[src/rtl/regfile_wb_ctrl_if.sv]
`default_nettype none
// ============================================================================
// Module   : regfile_wb_ctrl_if
// Purpose  : Bundles the writeback, accelerator, hazard-check and register
//            file write signals of regfile_wb_ctrl.
//            master : pipeline / decode / accelerator side
//            slave  : the write-side controller
// Revision : 1.0 - initial release
// ============================================================================
interface regfile_wb_ctrl_if;
    // pipeline writeback
    logic        pipe_we;
    logic [4:0]  pipe_rd;
    logic [31:0] pipe_wd;
    // accelerator issue and result
    logic        iss_valid;
    logic [4:0]  iss_rd;
    logic        acc_valid;
    logic        acc_ready;
    logic [4:0]  acc_rd;
    logic [31:0] acc_wd;
    // decode hazard check
    logic [4:0]  haz_rs1;
    logic [4:0]  haz_rs2;
    logic [4:0]  haz_rd;
    logic        stall;
    logic        wb_hold;
    // register file write port and forwarding
    logic        rf_we;
    logic [4:0]  rf_waddr;
    logic [31:0] rf_wdata;
    logic        fwd1_valid;
    logic [31:0] fwd1_data;
    logic        fwd2_valid;
    logic [31:0] fwd2_data;

    modport master (
        output pipe_we, pipe_rd, pipe_wd,
        output iss_valid, iss_rd,
        output acc_valid, acc_rd, acc_wd,
        output haz_rs1, haz_rs2, haz_rd,
        input  acc_ready, stall, wb_hold,
        input  rf_we, rf_waddr, rf_wdata,
        input  fwd1_valid, fwd1_data, fwd2_valid, fwd2_data
    );

    modport slave (
        input  pipe_we, pipe_rd, pipe_wd,
        input  iss_valid, iss_rd,
        input  acc_valid, acc_rd, acc_wd,
        input  haz_rs1, haz_rs2, haz_rd,
        output acc_ready, stall, wb_hold,
        output rf_we, rf_waddr, rf_wdata,
        output fwd1_valid, fwd1_data, fwd2_valid, fwd2_data
    );
endinterface
`default_nettype wire

[src/rtl/regfile_wb_ctrl.sv]
`default_nettype none
// ============================================================================
// Module   : regfile_wb_ctrl
// Purpose  : Write-side controller for the 32x32 register file. Merges the
//            in-order pipeline writeback and the out-of-order accelerator
//            results (buffered in a FIFO) onto the single write port, and
//            keeps a per-register pending scoreboard for decode stalls.
// Ports    : clk, rst (sync, active-high)
//            bus (regfile_wb_ctrl_if.slave):
//              pipe_we/rd/wd      pipeline writeback (always accepted)
//              iss_valid/rd       accelerator op issue (sets pending)
//              acc_valid/ready/rd/wd  accelerator result into FIFO
//              haz_rs1/rs2/rd, stall   decode hazard check (combinational)
//              wb_hold            pipeline must not write this cycle
//              rf_we/waddr/wdata  registered register file write
//              fwd1/2_valid/data  same-cycle forwarding of the rf write
// Config   : define WB_FWD_EN to enable the forwarding outputs; otherwise
//            they are tied to zero.
// Revision : 1.0 - initial release
// ============================================================================
module regfile_wb_ctrl #(
    parameter int FIFO_DEPTH   = 4,
    parameter int STARVE_LIMIT = 8
) (
    input  wire logic        clk,
    input  wire logic        rst,
    regfile_wb_ctrl_if.slave bus
);

    localparam int PTR_W = (FIFO_DEPTH > 1) ? $clog2(FIFO_DEPTH) : 1;
    localparam int CNT_W = PTR_W + 1;
    localparam int STV_W = (STARVE_LIMIT > 0) ? $clog2(STARVE_LIMIT + 1) : 1;

    // FIFO storage (data only, no reset needed)
    logic [4:0]  fifo_rd_q [FIFO_DEPTH];
    logic [31:0] fifo_wd_q [FIFO_DEPTH];

    logic [PTR_W-1:0] wr_ptr_q, rd_ptr_q;
    logic [CNT_W-1:0] count_q, count_d;
    logic [31:0]      pending_q, pending_d;
    logic [STV_W-1:0] starve_q, starve_d;
    logic             wb_hold_q;
    logic             rf_we_q, rf_we_d;
    logic [4:0]       rf_waddr_q, rf_waddr_d;
    logic [31:0]      rf_wdata_q, rf_wdata_d;

    logic        empty_w;
    logic        acc_ready_w;
    logic        push_w;
    logic        pipe_win_w;
    logic        pop_w;
    logic [4:0]  head_rd_w;
    logic [31:0] head_wd_w;

    assign empty_w     = (count_q == '0);
    // Ready comes from the registered count only, so a pop in the same
    // cycle never lets a push into a full FIFO.
    assign acc_ready_w = !rst && (count_q < CNT_W'(FIFO_DEPTH));
    assign push_w      = bus.acc_valid && acc_ready_w;
    // While wb_hold is up the FIFO owns the write port regardless of pipe_we.
    assign pipe_win_w  = bus.pipe_we && (bus.pipe_rd != 5'd0) && !wb_hold_q;
    assign pop_w       = !empty_w && (wb_hold_q || !pipe_win_w);
    assign head_rd_w   = fifo_rd_q[rd_ptr_q];
    assign head_wd_w   = fifo_wd_q[rd_ptr_q];

    always_comb begin
        count_d = count_q;
        case ({push_w, pop_w})
            2'b10:   count_d = count_q + CNT_W'(1);
            2'b01:   count_d = count_q - CNT_W'(1);
            default: count_d = count_q;
        endcase
    end

    // Clear first, then set, so an issue to the register being retired
    // this cycle keeps it pending.
    always_comb begin
        pending_d = pending_q;
        if (pop_w)
            pending_d[head_rd_w] = 1'b0;
        if (bus.iss_valid && (bus.iss_rd != 5'd0))
            pending_d[bus.iss_rd] = 1'b1;
        pending_d[0] = 1'b0;
    end

    always_comb begin
        starve_d = starve_q;
        if (empty_w || pop_w)
            starve_d = '0;
        else if (pipe_win_w)
            starve_d = starve_q + STV_W'(1);
    end

    always_comb begin
        rf_we_d    = 1'b0;
        rf_waddr_d = 5'd0;
        rf_wdata_d = 32'd0;
        if (pipe_win_w) begin
            rf_we_d    = 1'b1;
            rf_waddr_d = bus.pipe_rd;
            rf_wdata_d = bus.pipe_wd;
        end else if (pop_w && (head_rd_w != 5'd0)) begin
            // x0 results are popped but never written
            rf_we_d    = 1'b1;
            rf_waddr_d = head_rd_w;
            rf_wdata_d = head_wd_w;
        end
    end

    always_ff @(posedge clk) begin
        if (rst) begin
            wr_ptr_q   <= '0;
            rd_ptr_q   <= '0;
            count_q    <= '0;
            pending_q  <= '0;
            starve_q   <= '0;
            wb_hold_q  <= 1'b0;
            rf_we_q    <= 1'b0;
            rf_waddr_q <= 5'd0;
            rf_wdata_q <= 32'd0;
        end else begin
            if (push_w)
                wr_ptr_q <= wr_ptr_q + PTR_W'(1);
            if (pop_w)
                rd_ptr_q <= rd_ptr_q + PTR_W'(1);
            count_q    <= count_d;
            pending_q  <= pending_d;
            starve_q   <= starve_d;
            // The counter reaching the limit forces exactly one hold cycle;
            // the pop during that cycle returns the counter to zero.
            wb_hold_q  <= (starve_d == STV_W'(STARVE_LIMIT));
            rf_we_q    <= rf_we_d;
            rf_waddr_q <= rf_waddr_d;
            rf_wdata_q <= rf_wdata_d;
        end
    end

    always_ff @(posedge clk) begin
        if (push_w) begin
            fifo_rd_q[wr_ptr_q] <= bus.acc_rd;
            fifo_wd_q[wr_ptr_q] <= bus.acc_wd;
        end
    end

    assign bus.acc_ready = acc_ready_w;
    assign bus.wb_hold   = wb_hold_q;
    assign bus.rf_we     = rf_we_q;
    assign bus.rf_waddr  = rf_waddr_q;
    assign bus.rf_wdata  = rf_wdata_q;
    assign bus.stall     = ((bus.haz_rs1 != 5'd0) && pending_q[bus.haz_rs1]) ||
                           ((bus.haz_rs2 != 5'd0) && pending_q[bus.haz_rs2]) ||
                           ((bus.haz_rd  != 5'd0) && pending_q[bus.haz_rd]);

`ifdef WB_FWD_EN
    assign bus.fwd1_valid = rf_we_q && (rf_waddr_q == bus.haz_rs1) && (bus.haz_rs1 != 5'd0);
    assign bus.fwd1_data  = rf_wdata_q;
    assign bus.fwd2_valid = rf_we_q && (rf_waddr_q == bus.haz_rs2) && (bus.haz_rs2 != 5'd0);
    assign bus.fwd2_data  = rf_wdata_q;
`else
    assign bus.fwd1_valid = 1'b0;
    assign bus.fwd1_data  = 32'd0;
    assign bus.fwd2_valid = 1'b0;
    assign bus.fwd2_data  = 32'd0;
`endif

endmodule
`default_nettype wire

[src/flat_wrapper.sv]
// flat-port wrapper written by rule: the top's interface ports become plain ports
module regfile_wb_ctrl_flat 
#(
    parameter int FIFO_DEPTH   = 4,
    parameter int STARVE_LIMIT = 8
)
  (clk, rst, bus_pipe_we, bus_pipe_rd, bus_pipe_wd, bus_iss_valid, bus_iss_rd, bus_acc_valid, bus_acc_rd, bus_acc_wd, bus_haz_rs1, bus_haz_rs2, bus_haz_rd, bus_acc_ready, bus_stall, bus_wb_hold, bus_rf_we, bus_rf_waddr, bus_rf_wdata, bus_fwd1_valid, bus_fwd1_data, bus_fwd2_valid, bus_fwd2_data);
  regfile_wb_ctrl_if bus_i ();
  input  wire logic clk;
  input  wire logic rst;
  input wire logic [$bits(bus_i.pipe_we)-1:0] bus_pipe_we;
  input wire logic [$bits(bus_i.pipe_rd)-1:0] bus_pipe_rd;
  input wire logic [$bits(bus_i.pipe_wd)-1:0] bus_pipe_wd;
  input wire logic [$bits(bus_i.iss_valid)-1:0] bus_iss_valid;
  input wire logic [$bits(bus_i.iss_rd)-1:0] bus_iss_rd;
  input wire logic [$bits(bus_i.acc_valid)-1:0] bus_acc_valid;
  input wire logic [$bits(bus_i.acc_rd)-1:0] bus_acc_rd;
  input wire logic [$bits(bus_i.acc_wd)-1:0] bus_acc_wd;
  input wire logic [$bits(bus_i.haz_rs1)-1:0] bus_haz_rs1;
  input wire logic [$bits(bus_i.haz_rs2)-1:0] bus_haz_rs2;
  input wire logic [$bits(bus_i.haz_rd)-1:0] bus_haz_rd;
  output wire logic [$bits(bus_i.acc_ready)-1:0] bus_acc_ready;
  output wire logic [$bits(bus_i.stall)-1:0] bus_stall;
  output wire logic [$bits(bus_i.wb_hold)-1:0] bus_wb_hold;
  output wire logic [$bits(bus_i.rf_we)-1:0] bus_rf_we;
  output wire logic [$bits(bus_i.rf_waddr)-1:0] bus_rf_waddr;
  output wire logic [$bits(bus_i.rf_wdata)-1:0] bus_rf_wdata;
  output wire logic [$bits(bus_i.fwd1_valid)-1:0] bus_fwd1_valid;
  output wire logic [$bits(bus_i.fwd1_data)-1:0] bus_fwd1_data;
  output wire logic [$bits(bus_i.fwd2_valid)-1:0] bus_fwd2_valid;
  output wire logic [$bits(bus_i.fwd2_data)-1:0] bus_fwd2_data;
  assign bus_i.pipe_we = bus_pipe_we;
  assign bus_i.pipe_rd = bus_pipe_rd;
  assign bus_i.pipe_wd = bus_pipe_wd;
  assign bus_i.iss_valid = bus_iss_valid;
  assign bus_i.iss_rd = bus_iss_rd;
  assign bus_i.acc_valid = bus_acc_valid;
  assign bus_i.acc_rd = bus_acc_rd;
  assign bus_i.acc_wd = bus_acc_wd;
  assign bus_i.haz_rs1 = bus_haz_rs1;
  assign bus_i.haz_rs2 = bus_haz_rs2;
  assign bus_i.haz_rd = bus_haz_rd;
  assign bus_acc_ready = bus_i.acc_ready;
  assign bus_stall = bus_i.stall;
  assign bus_wb_hold = bus_i.wb_hold;
  assign bus_rf_we = bus_i.rf_we;
  assign bus_rf_waddr = bus_i.rf_waddr;
  assign bus_rf_wdata = bus_i.rf_wdata;
  assign bus_fwd1_valid = bus_i.fwd1_valid;
  assign bus_fwd1_data = bus_i.fwd1_data;
  assign bus_fwd2_valid = bus_i.fwd2_valid;
  assign bus_fwd2_data = bus_i.fwd2_data;
  regfile_wb_ctrl #(.FIFO_DEPTH(FIFO_DEPTH), .STARVE_LIMIT(STARVE_LIMIT)) u_core (.clk(clk), .rst(rst), .bus(bus_i));
endmodule
[config.mk]
export PLATFORM = sky130hd
export DESIGN_NAME = regfile_wb_ctrl_flat
export DESIGN_NICKNAME = d
export VERILOG_FILES = /design/src/rtl/regfile_wb_ctrl_if.sv /design/src/rtl/regfile_wb_ctrl.sv /design/src/flat_wrapper.sv
export SDC_FILE = /design/constraint.sdc
export NUM_CORES = 1
export LEC_CHECK = 0
export BUFFER_PORTS_ARGS = -buffer_cell sky130_fd_sc_hd__buf_4
export CORE_ASPECT_RATIO = 2
export CORE_MARGIN = 2
export CORE_UTILIZATION = 55
export DETAILED_ROUTE_END_ITERATION = 7
export GPL_TIMING_DRIVEN = 0
export PLACE_DENSITY = 0.8
export SYNTH_ARGS = -nofsm -noshare
export SYNTH_HDL_FRONTEND = slang
export SYNTH_SLANG_ARGS = --single-unit
[constraint.sdc]
create_clock -name clk -period 3 [get_ports clk]
set_clock_uncertainty 0.2 [all_clocks]
set_input_delay 0.15 -clock clk [delete_from_list [all_inputs] [get_ports clk]]
set_output_delay 0.15 -clock clk [all_outputs]
set_load 0.03 [all_outputs]
==> results.json, run 1 <==
{
  "cellPowerDensity_nw_per_um2": 646,
  "min_period_over_period": 0.949,
  "crit_top_cell": "dlygate4sd3_1",
  "antenna_found_initial": 1,
  "insertion_delay_ps": 500,
  "rows": 69,
  "async_flop_share": 0,
  "power_frac_clock": 0.292,
  "critPathArrivalTime_ps": 3020,
  "portBuffers": 130,
  "synth_cell_types": 56,
  "p_comb_frac": 0.259,
  "worstSetupStartpointType": "primary input",
  "synthesis.instances": 638,
  "grt_pass1_wl_um": 35500,
  "synth.most_common_cell": "edfxtp_1",
  "dieArea_um2": 18900,
  "layout.nets": 1051,
  "ys_top_cells_by_count": "148 x edfxtp_1, 83 x dfxtp_1, 66 x buf_4",
  "syn_to_final_growth_pct": 31.1,
  "power.internal_uw": 5890,
  "rsz0062_at_grt": "no",
  "finalPower_uw": 8290,
  "ios": 206,
  "worstPathMaxFanout": 10,
  "cp_slowest_cell": "or4_1",
  "cts_root_buffer": "clkbuf_16",
  "ys_seq_area_frac": 0.624,
  "grt-ovfl-total": 0,
  "avgSynthCellArea_um2": 15.3,
  "drtIter0Drc": 338,
  "die_height_um": 193,
  "synth.area.top_cells": "edfxtp_1 45%, dfxtp_1 17%, mux4_2 12%",
  "finalWirelength_um": 23200,
  "clkTransAtPathRegs_ps": 70,
  "power_frac_seq": 0.449,
  "dp_hpwl_um": 14600,
  "hold_class": "primary input to register",
  "wire_per_inst_um": 19.8,
  "first_pass_iters": 5,
  "dpl_cell_area_um2": 11400,
  "peakVddDrop_mv": 0.743,
  "tritoncts": "done",
  "final_cell_area_um2": 12800,
  "place_congestion": 0.934,
  "whs_ps": 61.7,
  "finalHoldViolations": 0,
  "grt_max_degree": 33,
  "critPathTopFamily": "buffers and inverters",
  "n_fill_cell": 1083,
  "floorplan.initialDensity": 0.556,
  "yosys.area.top_type": "edfxtp_1",
  "maxSlewHeadroom": 0.359,
  "max_stage_delay_ps": 590,
  "ys.flop_type": "edfxtp_1",
  "cts.sinks": 231,
  "cp-end-kind": "register",
  "layout_min_cycle_time_ps": 2850,
  "crit_type": "primary input to register",
  "cp.required_ps": 3170,
  "outcome": "completed",
  "yosysTopAreaCellShare": 0.454,
  "fmax_mhz": 351,
  "multiInputGateArea_um2": 3200,
  "register_area_um2": 6110,
  "die_x_um": 98.3,
  "switching_power_uw": 2400,
  "synth-edff-count": 148,
  "core_um2": 17600,
  "setup_tns_ps": 0,
  "switching_share": 0.290,
  "grt_usage": 0.240,
  "setup_viol": 0,
  "path_buf_inv": 3,
  "maxSlewViolCount": 0,
  "htreeDepth": 1,
  "ys_ff_latch": 231,
  "cts_buffers": 20,
  "vias": 6487,
  "drive_gt1_frac": 0.324,
  "vias_per_cell": 5.53,
  "cts_resized": 0,
  "drv_cap": 0,
  "drt_drc_violations_left": 0,
  "p_leak_uw": 0.00494,
  "grt_pass1_vias": 6705,
  "path_cells": "dlygate4sd3_1 -> buf_4 -> or4_1 -> o21ai_4 -> nand4_1 -> o21ai_1 -> a21oi_1 -> dlygate4sd3_1",
  "worst_slew_pin_slew_ps": 959,
  "ant_nets": 0,
  "synth_warnings": 0,
  "clk_path_buf_depth": 3,
  "syn-cell-area_um2": 9790
}
==> routing by layer <==
metal,up-vias,share of wire,global-route usage
li1,2966,-,-
met1,3199,0.36,0.282
met2,274,0.56,0.454
met3,48,0.055,0.0257
met4,0,0.024,0.0801
met5,-,0,0
==> repair_timing <==
action                                 in CTS  in global routing
setup endpoints to repair                   0                  3
endpoints found under the hold margin     210                  0
setup buffers                               0                  3
hold buffers                               84                  0
==> registers in the layout, indices dropped and copies added (netlist names), named ones only <==
| name | flops |
|---|---|
| u_core.bus.rf_waddr | 5 |
| u_core.bus.rf_wdata | 32 |
| u_core.bus.rf_we | 1 |
| u_core.bus.wb_hold | 1 |
| u_core.count_q | 3 |
| u_core.fifo_rd_q | 20 |
| u_core.fifo_wd_q | 128 |
| u_core.pending_q | 31 |
| u_core.rd_ptr_q | 2 |
| u_core.starve_q | 4 |
| u_core.wr_ptr_q | 2 |
==> cells by family (layout without fill, tap and decap cells) <==
group,Yosys count,after routing,synth area share
DFF,231,231,0.624
AOI/OAI and AO/OA,118,118,0.0851
buffers and inverters,111,366,0.0747
and+or+nand+nor,95,95,0.0545
muxes,68,68,0.145
adders and majority gates,7,7,0.00972
xor gates and xnor gates,7,7,0.00626
other,1,67,0.000383
==> final cells by class <==
cell class | instances | area share
Tap cell | 213 | 0.0208
Inverter | 11 | 0.00322
Clock inverter | 10 | 0.00536
Buffer | 99 | 0.0534
Sequential cell | 231 | 0.476
Antenna cell | 1 | 0.000195
Clock buffer | 25 | 0.0420
Timing Repair Buffer | 221 | 0.150
Multi-Input combinational cell | 361 | 0.249
==> cell usage in the layout (no fill, tap or decap), types with 5 or more instances in the layout <==
cell           instances
buf_4                199
edfxtp_1             148
dlygate4sd3_1         84
dfxtp_1               83
conb_1                66
mux4_2                54
a22o_1                32
o211ai_1              25
nand2_1               23
clkbuf_1              22
o21ai_0               20
clkbuf_16             20
a21oi_1               17
nor2_1                15
o21ai_1               12
inv_1                  8
mux2i_1                8
nand3_1                8
nand3b_1               7
nor2b_1                6
buf_6                  6
ha_1                   6
buf_2                  5
nand4_1                5
clkinv_2               5
==> stage by stage <==
stage	setup WS [ps]	instances	util
finish	153	1172	0.728
CTS	121	1169	0.727
floorplan	330	703	-
detailed placement	163	1050	0.645
global route	67.5	1172	0.728
global placement	85.0	1046	0.640
==> power by group through the flow <==
stage	Clock (uW)	Sequential [uW]	Combinational, uW
floorplan	0	3950	1270
global placement	0	3770	1980
detailed placement	0	3780	2030
CTS	2450	3710	2120
global route	2570	3740	2280
finish	2420	3720	2150
==> worst register-to-register path: stages (launching register included) <==
cell and delay [ps]:
dfxtp_1 340, buf_6 170, mux4_1 690, inv_2 100, nand4_1 340, o21ai_1 240, a21oi_1 80, dlygate4sd3_1 570
==> worst paths after layout <==
path	start	to	slack [ps]	cells after the start
setup / recovery	bus_pipe_rd[2]	u_core.pending_q[4]	150	8
hold reg to reg	u_core.starve_q[0]	u_core.starve_q[0]	280	1
hold / removal	bus_iss_rd[3]	u_core.pending_q[24]	60	4
setup reg to reg	register	u_core.pending_q[4]	170	7
Note: power is estimated with default switching activity, not from simulation.
==> run 2, diff against run 1 <==
- CORE_UTILIZATION: 55 -> 59
- PLACE_DENSITY: 0.8 -> 0.85
- clock period: 3 -> 3.4 ns (I/O delays scaled with it)
==> results.json, run 2 (same netlist as run 1, synthesis figures left out) <==
{
  "outcome": "completed",
  "min_period_over_period": 0.883,
  "rows": 66,
  "drt_drc_violations_left": 0,
  "cts_root_buffer": "clkbuf_16",
  "rsz0062_at_grt": "no",
  "worst_slew_pin_slew_ps": 1210,
  "n_fill_cell": 928,
  "hold_class": "primary input to register",
  "cts.sinks": 231,
  "worstPathMaxFanout": 10,
  "cp.required_ps": 3610,
  "htreeDepth": 1,
  "cts_buffers": 19,
  "maxSlewViolCount": 0,
  "top_register": "u_core.fifo_wd_q",
  "place_congestion": 0.842,
  "setup_viol": 0,
  "portBuffers": 130,
  "first_pass_iters": 5,
  "finalPower_uw": 7230,
  "largest_reg_flops": 128,
  "setup_tns_ps": 0,
  "floorplan.initialDensity": 0.602,
  "grt_pass1_vias": 7024,
  "vias": 6652,
  "ant_nets": 0,
  "worstSetupStartpointType": "primary input",
  "layout.cells.most_common": "buf_4",
  "mostFrequentLayoutCells": "196 x buf_4, 148 x edfxtp_1, 83 x dfxtp_1",
  "insertion_delay_ps": 490,
  "drtIter0Drc": 316,
  "dp_hpwl_um": 16100,
  "grt_pass1_wl_um": 37200,
  "grt-ovfl-total": 0,
  "finalHoldViolations": 0,
  "ios": 206,
  "drv_cap": 0,
  "maxSlewHeadroom": 0.192,
  "grt_usage": 0.284,
  "clkTransAtPathRegs_ps": 70,
  "pre_cts_slack_ps": 504,
  "grt_max_degree": 36,
  "antenna_found_initial": 2,
  "dieArea_um2": 17700,
  "wire_per_inst_um": 21.6,
  "cts_resized": 0,
  "layout_min_cycle_time_ps": 3000,
  "die_x_um": 95.1,
  "final.setup.worst_slack_ps": 398,
  "cp-end-kind": "register",
  "finalWirelength_um": 25100,
  "clk_path_buf_depth": 3,
  "core_um2": 16300,
  "tritoncts": "done",
  "die_height_um": 186,
  "crit_type": "primary input to register",
  "syn_to_final_growth_pct": 30.1,
  "critPathArrivalTime_ps": 3210,
  "drive_gt1_frac": 0.317,
  "cellPowerDensity_nw_per_um2": 568,
  "layout.nets": 1046,
  "fmax_mhz": 333,
  "vias_per_cell": 5.73,
  "peakVddDrop_mv": 0.552,
  "p_leak_uw": 0.00488
}
run 2: changes by cell type in the layout (fill, tap and decap cells not counted), moves of 2 or more:
cell and delta:
clkinv_1 +4, clkinv_2 -4, buf_4 -3, clkbuf_8 -2, clkinvlp_2 +2, diode_2 +2
dlygate4sd3_1 -2
run 2: worst paths after layout:
path / startpoint / endpoint / slack (ps) / cells past startpoint
min: bus_iss_valid / u_core.pending_q[8] / 70 / 4
max reg2reg: register / u_core.pending_q[4] / 470 / 7
min reg2reg: u_core.starve_q[0] / u_core.starve_q[0] / 280 / 1
max: bus_pipe_rd[2] / u_core.count_q[2] / 400 / 11
run 2: metrics by stage:
stage	util	hold slack, ps	cell area (um^2)	cells
6_report	0.783	67.9	12700	1160
2_1_floorplan	-	68.9	10000	703
3_3_place_gp	0.692	168	11300	1037
3_5_place_dp	0.698	173	11300	1041
4_1_cts	0.782	35.8	12700	1157
5_1_grt	0.782	41.3	12700	1159
run 2: report_power, final:
part           internal [uW]  switching, uW
sequential              3200           91.8
combinational            857           1070
clock                   1040            975
run 2: final cells by class:
class | instances | area [um^2] | area share
clock inverters | 12 | 68.8 | 0.00541
inverters | 11 | 41.3 | 0.00324
well taps | 204 | 255 | 0.0200
plain buffers | 100 | 689 | 0.0542
flip-flops and latches | 231 | 6110 | 0.480
diodes | 3 | 7.51 | 0.000590
repair buffers | 216 | 1880 | 0.147
clock buffers | 22 | 487 | 0.0382
multi-input cells | 361 | 3200 | 0.251
run 2: critical path, cell delays in order:
cell and delay, ps:
dlygate4sd3_1 550, buf_4 140, or4_1 590, o21ai_4 320
and2_1 180, clkbuf_1 250, ha_1 280, fa_1 200
xnor2_1 80, or3_1 310, a21oi_1 150
run 2: what timing repair did:
item | CTS | global route
buffers inserted | 0 | 0
hold buffers | 82 | 0
hold endpoints to repair | 209 | 0
run 2: per-layer routing:
metal,GRT usage,vias to the layer above,share of wire
met2,0.534,344,0.57
met3,0.0451,106,0.058
met5,0,-,0
met1,0.285,3246,0.31
li1,-,2956,-
met4,0.162,0,0.059
==> run 3, diff against run 2 <==
- BUFFER_PORTS_ARGS: -buffer_cell sky130_fd_sc_hd__buf_4 -> -buffer_cell sky130_fd_sc_hd__buf_2
==> results.json, run 3 (same netlist as run 1, synthesis figures left out) <==
{
  "outcome": "completed",
  "insertion_delay_ps": 480,
  "place_congestion": 0.853,
  "peakVddDrop_mv": 0.624,
  "die_height_um": 186,
  "worstSetupStartpointType": "primary input",
  "cts_resized": 0,
  "layout.nets": 1047,
  "switching_power_uw": 2100,
  "htreeDepth": 1,
  "ant_nets": 0,
  "p_leak_uw": 0.00488,
  "rows": 66,
  "antenna_found_initial": 1,
  "cp-end-kind": "register",
  "maxSlewHeadroom": 0.316,
  "r2r_slack_ps": 570,
  "critPathArrivalTime_ps": 3230,
  "power.internal_uw": 5360,
  "power_frac_clock": 0.314,
  "ctsHoldBuffers": 83,
  "portBuffers": 130,
  "mostFrequentLayoutCells": "148 x edfxtp_1, 135 x buf_2, 83 x dfxtp_1, 83 x dlygate4sd3_1",
  "clkTransAtPathRegs_ps": 70,
  "holdPathStages": 4,
  "syn_to_final_growth_pct": 28.2,
  "power_frac_seq": 0.440,
  "cp.required_ps": 3590,
  "min_period_over_period": 0.893,
  "final_cell_count_no_fill": 1158,
  "finalPower_uw": 7460,
  "regToRegEndpoint": "u_core.count_q[2]",
  "clk_path_buf_depth": 3,
  "final_cell_area_um2": 12500,
  "worst_slew_pin_slew_ps": 1020,
  "ios": 206,
  "cts.sinks": 231,
  "floorplan.initialDensity": 0.602,
  "setup_viol": 0,
  "largest_reg_flops": 128,
  "grt-ovfl-total": 0,
  "layout.cells.most_common": "edfxtp_1",
  "maxSlewViolCount": 0,
  "first_pass_iters": 5,
  "drive_gt1_frac": 0.322,
  "die_x_um": 95.1,
  "vias": 6486,
  "finalWirelength_um": 23900,
  "p_comb_frac": 0.246,
  "dieArea_um2": 17700,
  "hp-start": "bus_iss_valid",
  "dp_hpwl_um": 15200,
  "grt_pass1_wl_um": 36200,
  "top_register": "u_core.fifo_wd_q",
  "grt_usage": 0.274,
  "regToRegStartpoint": "u_core.bus.wb_hold",
  "drv_cap": 0,
  "crit_type": "primary input to register",
  "dpl_cell_area_um2": 11000,
  "drt_drc_violations_left": 0,
  "grt_pass1_vias": 6829,
  "dp_cells": 1041,
  "fmax_mhz": 329,
  "cts_setup_buffers": 0,
  "cts_buffers": 19,
  "switching_share": 0.281,
  "setup_tns_ps": 0,
  "finalHoldViolations": 0,
  "worstPathMaxFanout": 10,
  "cellPowerDensity_nw_per_um2": 595,
  "core_um2": 16300,
  "drtIter0Drc": 351,
  "layout_min_cycle_time_ps": 3040,
  "wire_per_inst_um": 20.6,
  "hold_end": "u_core.pending_q[28]",
  "rsz0062_at_grt": "no",
  "hold_class": "primary input to register",
  "reg2reg_depth": 10,
  "grt_max_degree": 33,
  "tritoncts": "done",
  "vias_per_cell": 5.60,
  "cts_root_buffer": "clkbuf_16"
}
run 3: worst max path at each step:
stage / start / to / slack (ps) / depth (start not counted)
floorplan: u_core.bus.wb_hold / u_core.count_q[2] / 730 / 10
global placement: bus_pipe_rd[2] / u_core.count_q[2] / 520 / 10
detailed placement: bus_pipe_rd[2] / u_core.count_q[2] / 490 / 10
CTS: bus_pipe_rd[2] / u_core.count_q[2] / 400 / 11
global route: bus_pipe_rd[1] / u_core.count_q[2] / 260 / 11
finish: bus_pipe_rd[1] / u_core.count_q[2] / 360 / 11
run 3: metal layers:
metal / GRT usage / wire length [um] / share of wire / vias up
li1: - / - / - / 2960
met4: 0.115 / 907 / 0.038 / 0
met1: 0.271 / 7640 / 0.32 / 3160
met3: 0.0419 / 1110 / 0.046 / 73
met5: 0 / 0 / 0 / -
met2: 0.541 / 14300 / 0.60 / 293
run 3: worst max-delay path, cell delays in order:
cell and delay [ps]:
dlygate4sd3_1 550, buf_2 140, or4_1 590, o21ai_4 320
and2_1 180, clkbuf_1 260, ha_1 270, fa_1 190
xnor2_1 80, or3_1 300, a21oi_1 170
run 3: per-stage QoR:
stage	setup slack (ps)	util	hold slack [ps]
5_1_grt	261	0.771	77.5
4_1_cts	399	0.771	44.9
6_report	365	0.771	50.2
3_5_place_dp	489	0.678	186
3_3_place_gp	519	0.672	181
2_1_floorplan	730	-	68.9
run 3: power by group through the flow:
stage          Clock [uW]  Sequential (uW)  Combinational [uW]
6_report             2350             3280                1840
5_1_grt              2460             3290                1960
4_1_cts              2360             3270                1810
3_5_place_dp            0             3330                1730
3_3_place_gp            0             3330                1690
2_1_floorplan           0             3480                1120
run 3: cell type report:
cell class                      instances  area [um^2]
Fill cell                             972         3720
Buffer                                100          689
Clock inverter                         12          170
Tap cell                              204          255
Timing Repair Buffer                  217         1580
Inverter                               11         41.3
Antenna cell                            1         2.50
Clock buffer                           21          504
Multi-Input combinational cell        361         3200
Sequential cell                       231         6110
